==> src/rtl/uart_periph_ctrl.sv <==
// uart_periph_ctrl
//   Memory-mapped UART controller between the MEM stage and the byte-level
//   UART rx/tx engines. Received bytes go into a small FIFO. One TX byte can
//   be held pending while the transmitter is sequenced through a
//   start/busy/done handshake. A level IRQ is raised while RX data waits.
//
//   Register map (byte addresses, exact match only):
//     BASE_ADDR + 0  TXD  W   store queues wdata[7:0] if nothing is pending
//     BASE_ADDR + 4  RXD  R   FIFO head; a load pops it
//     BASE_ADDR + 8  CON  RW  R: {overrun, rx_nonempty, tx_pending, tx_busy, irq_en}
//                             W: irq_en <= wdata[0], wdata[4] clears overrun
//
// Ports
//   clk, rst_n       clock, asynchronous active-low reset
//   mem_rd, mem_wr   one-cycle load / store strobes from the MEM stage
//   addr, wdata      byte address and store data
//   rdata            load data, combinational from addr and state
//   rx_valid/rx_data one-cycle pulse and byte from the UART receiver
//   tx_ready         transmitter idle (1) / shifting (0)
//   tx_start/tx_data one-cycle launch pulse and the byte being sent
//   irq              irq_en & rx_nonempty
//
// Handshake with the transmitter: tx_start is high for exactly one cycle,
// and tx_data is valid from that cycle and held until the transmitter
// reports tx_ready again and the FSM returns to TX_IDLE.

module uart_periph_ctrl #(
  parameter logic [31:0] BASE_ADDR = 32'h4000_0018,
  parameter int          RX_DEPTH  = 4
) (
  input  logic        clk,
  input  logic        rst_n,
  input  logic        mem_rd,
  input  logic        mem_wr,
  input  logic [31:0] addr,
  input  logic [31:0] wdata,
  output logic [31:0] rdata,
  input  logic        rx_valid,
  input  logic [7:0]  rx_data,
  input  logic        tx_ready,
  output logic        tx_start,
  output logic [7:0]  tx_data,
  output logic        irq
);

  localparam int PW = $clog2(RX_DEPTH);
  localparam int CW = PW + 1;

  localparam logic [31:0] TXD_ADDR = BASE_ADDR;
  localparam logic [31:0] RXD_ADDR = BASE_ADDR + 32'd4;
  localparam logic [31:0] CON_ADDR = BASE_ADDR + 32'd8;

  typedef enum logic [1:0] {
    TX_IDLE  = 2'd0,
    TX_START = 2'd1,
    TX_WAIT  = 2'd2,
    TX_SHIFT = 2'd3
  } tx_state_t;

  // Address decode
  logic sel_txd, sel_rxd, sel_con;
  logic txd_wr, con_wr, rxd_rd;

  assign sel_txd = (addr == TXD_ADDR);
  assign sel_rxd = (addr == RXD_ADDR);
  assign sel_con = (addr == CON_ADDR);
  assign txd_wr  = mem_wr & sel_txd;
  assign con_wr  = mem_wr & sel_con;
  assign rxd_rd  = mem_rd & sel_rxd;

  // RX FIFO
  logic [7:0]    fifo_mem [RX_DEPTH];
  logic [PW-1:0] wr_ptr, rd_ptr;
  logic [CW-1:0] count;
  logic          rx_nonempty, rx_full;
  logic          pop, push, drop;
  logic          overrun;
  logic          irq_en;

  assign rx_nonempty = (count != '0);
  assign rx_full     = (count == CW'(RX_DEPTH));
  // A load on an empty FIFO returns 0 and pops nothing.
  assign pop         = rxd_rd & rx_nonempty;
  // A pop in the same cycle frees a slot, so a push into a full FIFO is kept.
  // On an empty FIFO a simultaneous push simply lands and becomes the head.
  assign push        = rx_valid & (~rx_full | pop);
  assign drop        = rx_valid & rx_full & ~pop;

  always_ff @(posedge clk) begin
    if (push) begin
      fifo_mem[wr_ptr] <= rx_data;
    end
  end

  always_ff @(posedge clk or negedge rst_n) begin
    if (!rst_n) begin
      wr_ptr <= '0;
      rd_ptr <= '0;
      count  <= '0;
    end else begin
      if (push) wr_ptr <= wr_ptr + PW'(1);
      if (pop)  rd_ptr <= rd_ptr + PW'(1);
      case ({push, pop})
        2'b10:   count <= count + CW'(1);
        2'b01:   count <= count - CW'(1);
        default: count <= count;
      endcase
    end
  end

  // Control register. A drop in the same cycle as a clear wins, so the
  // overrun event is never lost.
  always_ff @(posedge clk or negedge rst_n) begin
    if (!rst_n) begin
      irq_en  <= 1'b0;
      overrun <= 1'b0;
    end else begin
      if (con_wr) irq_en <= wdata[0];
      if (drop) begin
        overrun <= 1'b1;
      end else if (con_wr && wdata[4]) begin
        overrun <= 1'b0;
      end
    end
  end

  assign irq = irq_en & rx_nonempty;

  // TX path
  tx_state_t state, state_next;
  logic      wait_cnt, wait_cnt_next;
  logic      tx_pending;
  logic [7:0] tx_hold;
  logic      load_tx;
  logic      tx_busy;

  assign tx_busy = (state != TX_IDLE);

  always_ff @(posedge clk or negedge rst_n) begin
    if (!rst_n) begin
      state    <= TX_IDLE;
      wait_cnt <= 1'b0;
    end else begin
      state    <= state_next;
      wait_cnt <= wait_cnt_next;
    end
  end

  always_comb begin
    state_next    = state;
    wait_cnt_next = wait_cnt;
    tx_start      = 1'b0;
    load_tx       = 1'b0;
    case (state)
      TX_IDLE: begin
        if (tx_pending && tx_ready) begin
          state_next = TX_START;
          load_tx    = 1'b1;
        end
      end
      TX_START: begin
        tx_start      = 1'b1;
        state_next    = TX_WAIT;
        wait_cnt_next = 1'b0;
      end
      TX_WAIT: begin
        // Give the transmitter up to two cycles to drop tx_ready.
        if (!tx_ready || wait_cnt) begin
          state_next = TX_SHIFT;
        end else begin
          wait_cnt_next = 1'b1;
        end
      end
      TX_SHIFT: begin
        if (tx_ready) state_next = TX_IDLE;
      end
      default: state_next = TX_IDLE;
    endcase
  end

  // The hold register refills as soon as the pending byte has moved into
  // tx_data, so a second byte can queue up while the first is shifting.
  always_ff @(posedge clk or negedge rst_n) begin
    if (!rst_n) begin
      tx_pending <= 1'b0;
      tx_hold    <= 8'h00;
      tx_data    <= 8'h00;
    end else begin
      if (load_tx) begin
        tx_data    <= tx_hold;
        tx_pending <= 1'b0;
      end else if (txd_wr && !tx_pending) begin
        tx_hold    <= wdata[7:0];
        tx_pending <= 1'b1;
      end
    end
  end

  // Load data
  always_comb begin
    rdata = 32'h0;
    if (sel_rxd && rx_nonempty) begin
      rdata = {24'h0, fifo_mem[rd_ptr]};
    end else if (sel_con) begin
      rdata = {27'h0, overrun, rx_nonempty, tx_pending, tx_busy, irq_en};
    end
  end

endmodule

==> config.mk <==
export PLATFORM = sky130hd
export DESIGN_NAME = uart_periph_ctrl
export DESIGN_NICKNAME = d
export VERILOG_FILES = /design/src/rtl/uart_periph_ctrl.sv
export SDC_FILE = /design/constraint.sdc
export NUM_CORES = 1
export LEC_CHECK = 0
export ABC_CLOCK_PERIOD_IN_PS = 6500
export CORE_UTILIZATION = 45
export CTS_CLUSTER_DIAMETER = 80
export DETAILED_ROUTE_END_ITERATION = 12
export DONT_BUFFER_PORTS = 1
export SLEW_MARGIN = 5
export SYNTH_ARGS = -nofsm -noshare
export SYNTH_HDL_FRONTEND = slang
export SYNTH_SLANG_ARGS = --single-unit
==> constraint.sdc <==
create_clock -name clk -period 6.5 [get_ports clk]
set_clock_uncertainty 0.15 [all_clocks]
set_input_delay 1.3 -clock clk [delete_from_list [all_inputs] [get_ports clk]]
set_output_delay 1.3 -clock clk [all_outputs]
set_load 0.01 [all_outputs]
# Yosys cells after proc, flatten, opt, wreduce, memory -nomap -nowiden
# Memories as Yosys holds them, arrays and structs flattened.
# Cells that the tools add are included.
# op_classes
n_addsub	4
n_eq_ne	13
reduce_logical	17
bitwise	12
muxes	18
# ops
operator	count
equality test 32 x 31 -> 1 bit, second input constant	3
2-to-1 mux 1 bit	10
nonzero test 2 bit	5
bitwise AND 1 bit	8
2-to-1 mux 8 bit	1
!= test 2 bit, second input constant	4
case mux 2 bit (4 select lines)	1
equality test 2 bit, second input constant	3
2-to-1 mux 2 bit	3
case mux 3 bit (2 select lines)	1
2-to-1 mux 5 bit	1
adder 2 x 1 -> 2 bit, second input constant	2
equality test 2 x 1 -> 1 bit, second input constant	2
logical AND 1 bit	4
AND reduction 2 bit	2
adder 3 x 1 -> 3 bit, second input constant	1
equality test 3 bit, second input constant	1
NOT 1 bit	3
AND reduction 3 bit	1
nonzero test 3 bit	1
subtractor 3 x 1 -> 3 bit, second input constant	1
logical NOT 1 bit	2
logical NOT 2 bit	1
case mux 1 bit (2 select lines)	1
2 further kinds	2
# totals
register_bits	29
inputBits	78
out_inout_bits	42
mem_bits_rw	32
word_cells	75
memories	1
# mem_list
memory	depth	width	rd	rd_ports_with_merged_regs	write_ports	line	source
fifo_mem	4	8	1	0	1	72	logic [7:0] fifo_mem [RX_DEPTH];

# Logic depth before layout (Yosys ltp)
# logic_depth
ltp_word	7
mapped_depth	9
mapped_depth_nobuf	9

# Least setup slack after synthesis
# Ideal clock, no wire load.
# synth_path
kind	input port to output port
start	in addr[23]
end	out rdata[0]
t_arrival_ps	2602
cell_stages	5
required_ps	5050
setup_slack_ps	2448
path_cell_list	nor4_1 > nand3_2 > nor3_4 > nand3_1 > o21ai_0
# synth_between
elab_chain_len	3
# synth_lines
element	line	source
start, declared	35	input logic [31:0] addr,
equality test 32 x 31 -> 1 bit (on tied branches)	66, 65	
2-to-1 mux 5 bit or logical AND 1 bit (tied branches)	204, 202	
2-to-1 mux 8 bit *	202	if (sel_rxd && rx_nonempty) begin
end, declared	37	output logic [31:0] rdata,
# Every way passes the cells marked *; elsewhere a longest branch is shown, timed or not.

# Final worst setup path
# layout_path
start	in addr[23]
end	out rdata[2]
# Same word-level chain as after synthesis.

==> flow_summary.json <==
{
  "max_slew.worst_pin.slew_ns": 0.581,
  "max_freq_ghz": 0.225,
  "clk_path_buf_depth": 2,
  "critPathLaunchType": "primary input",
  "num_rows": 29,
  "cp_top_family": "simple AND/OR/NAND/NOR gates",
  "reg2reg_slack_ns": 4.23,
  "arrival_ns": 3.00,
  "synth_cells": 224,
  "synthTopCellsByCount": "32 x edfxtp_1, 29 x dfrtp_1, 24 x buf_4, 19 x inv_1, 12 x nand2_1",
  "drt_pass1_iterations": 9,
  "postCtsSetupRepairBufs": 0,
  "asyncSetResetFlopFracSynth_pct": 47.5,
  "timing.final.hold_violations": 0,
  "wl_per_cell_um": 16.7,
  "synthTopCellsByArea": "edfxtp_1 31%, dfrtp_1 24%, buf_4 5.8%",
  "drive_above_1_share_pct": 22.6,
  "cts_max_level": 3,
  "fin_tns_setup_ns": 0,
  "power_mw": 1.00,
  "syn_avg_cell_area_um2": 13.8,
  "yosys.area.top_type": "edfxtp_1",
  "r2r_start": "count[0]",
  "synth_top_area_share_pct": 31.1,
  "crit_start": "addr[23]",
  "grt_usage_pct": 15.6,
  "antenna_found_initial": 0,
  "grt_pass1_vias": 1585,
  "r2r_end": "count[1]",
  "start_util_pct": 47.5,
  "io_buffer_count": 0,
  "drt_iter0_drc": 59,
  "critical_path_depth": 5,
  "grt_max_degree": 30,
  "nets": 317,
  "die_h_um": 84.8,
  "grt_pass1_wl_mm": 8.23,
  "fin_crit_sh_pct": 68.5,
  "syn_to_final_growth_pct": 5.11,
  "synth_edf_count": 32,
  "vias_per_cell": 5.32,
  "grt_overflow_total": 0,
  "rsz0062_at_grt": "false",
  "endpoint": "rdata[2]",
  "seq_area_frac_synth_pct": 54.7,
  "violations": "design-rule violations",
  "hp-class": "reg -> reg",
  "clk_latency_ns": 0.33,
  "slowest_stage": "o21ai_0",
  "ctsResizeCount": 0,
  "critPathRequiredTime_ns": 5.05,
  "setup_viol": 0,
  "clkTransAtPathRegs_ns": 0.06,
  "core_um2": 6490,
  "ys_seq_elements": 61,
  "synth_most_common_cell": "edfxtp_1",
  "crit_buf_inv": 0,
  "dieArea_um2": 7190,
  "root_buffer": "clkbuf_8",
  "slew_headroom_pct": 61.3,
  "rr_worst_depth": 6,
  "criticalPathCategory": "in -> out",
  "outcome": "finished, violations left",
  "maxCapViolCount": 0,
  "critical_path.max_fanout": 8,
  "die_w_um": 84.8,
  "synthesis.area_um2": 3090,
  "gp_congestion": 0.751,
  "antennaDiodeCount": 0,
  "final_max_slew_viol_count": 0,
  "cts_buffers": 9,
  "hold_buffers": 0,
  "drt-total-wl_mm": 5.21,
  "p_leak_nw": 1.37,
  "ir_worst_vdd_mv": 0.167,
  "path_cells": "nor4_1, nand3_2, nor3_4, nand3_1, o21ai_0",
  "cts_tree": "done",
  "dr_total_vias": 1661,
  "fin_crit_ns": 4.45,
  "ys_types": 47,
  "end_kind": "output port",
  "clock_sinks": 61,
  "powerDensity_nw_per_um2": 309,
  "slowest_delay_ns": 0.50,
  "synth_flop_cell": "edfxtp_1",
  "drc": 7,
  "pin_count": 120,
  "dpl.hpwl_mm": 3.73,
  "ant_nets": 0,
  "yosysWarnings": 0
}
==> power breakdown <==
part           switching, mW  total, mW  internal, mW  leakage, nW
registers             0.0328      0.511         0.478        0.674
clock network          0.151      0.300         0.149       0.0855
logic                  0.110      0.190        0.0797        0.607
total                  0.294       1.00         0.707         1.37
==> metrics by stage <==
stage	utilization (%)	cells	instance area, um^2	hold slack, ns	setup slack (ns)
floorplan	-	247	3170	0.306	2.45
global placement	47.2	296	3060	0.325	2.01
detailed placement	47.2	296	3060	0.334	1.99
CTS	49.9	312	3240	0.349	1.99
global route	49.9	312	3240	0.376	1.85
finish	49.9	312	3240	0.346	2.05
==> worst min path at each step <==
stage	start	endpoint	slack, ns	cells past startpoint
3_3_place_gp	overrun	overrun	0.33	1
5_1_grt	overrun	overrun	0.38	1
3_5_place_dp	overrun	overrun	0.33	1
2_1_floorplan	overrun	overrun	0.31	1
4_1_cts	overrun	overrun	0.35	1
6_report	overrun	overrun	0.35	1
==> kinds of logic after synthesis <==
kind of cell             synth area share [%]
flip-flops                               54.7
AND/OR/NAND/NOR                          13.0
buffers and inverters                    8.92
multiplexers                             14.1
AO/OA/AOI/OAI                            4.50
adder cells (fa/ha/maj)                  3.89
XOR/XNOR                                0.852
other                                   0.122
==> state kept, by name, summed over array words and instances (netlist names), 2 cells and up <==
name and count:
wr_ptr 2, rd_ptr 2, fifo_mem 32, tx_hold 8, state 2, count 3
tx_data 8
==> layout by cell type, fill, tap and decap left out, drive strengths merged, types with 10 or more instances in the layout <==
master,count
dfrtp,29
o21ai,10
inv,19
clkbuf,11
edfxtp,32
conb,24
nand2,12
mux2,19
==> area by class of cell <==
type	instances	area, um^2
Multi-Input combinational cell	139	1210
Inverter	19	71.3
Clock buffer	11	141
Fill cell	564	3250
Clock inverter	5	37.5
Tap cell	77	96.3
Sequential cell	61	1690
==> per-layer routing <==
metal	share of wire (%)	vias up	GRT usage, %
li1	-	768	-
met1	43	827	19.8
met2	48	55	23.4
met3	7.4	11	6.98
met4	1.9	0	6.16
met5	0	-	0
No activity file was read; power rests on OpenSTA's default activity.
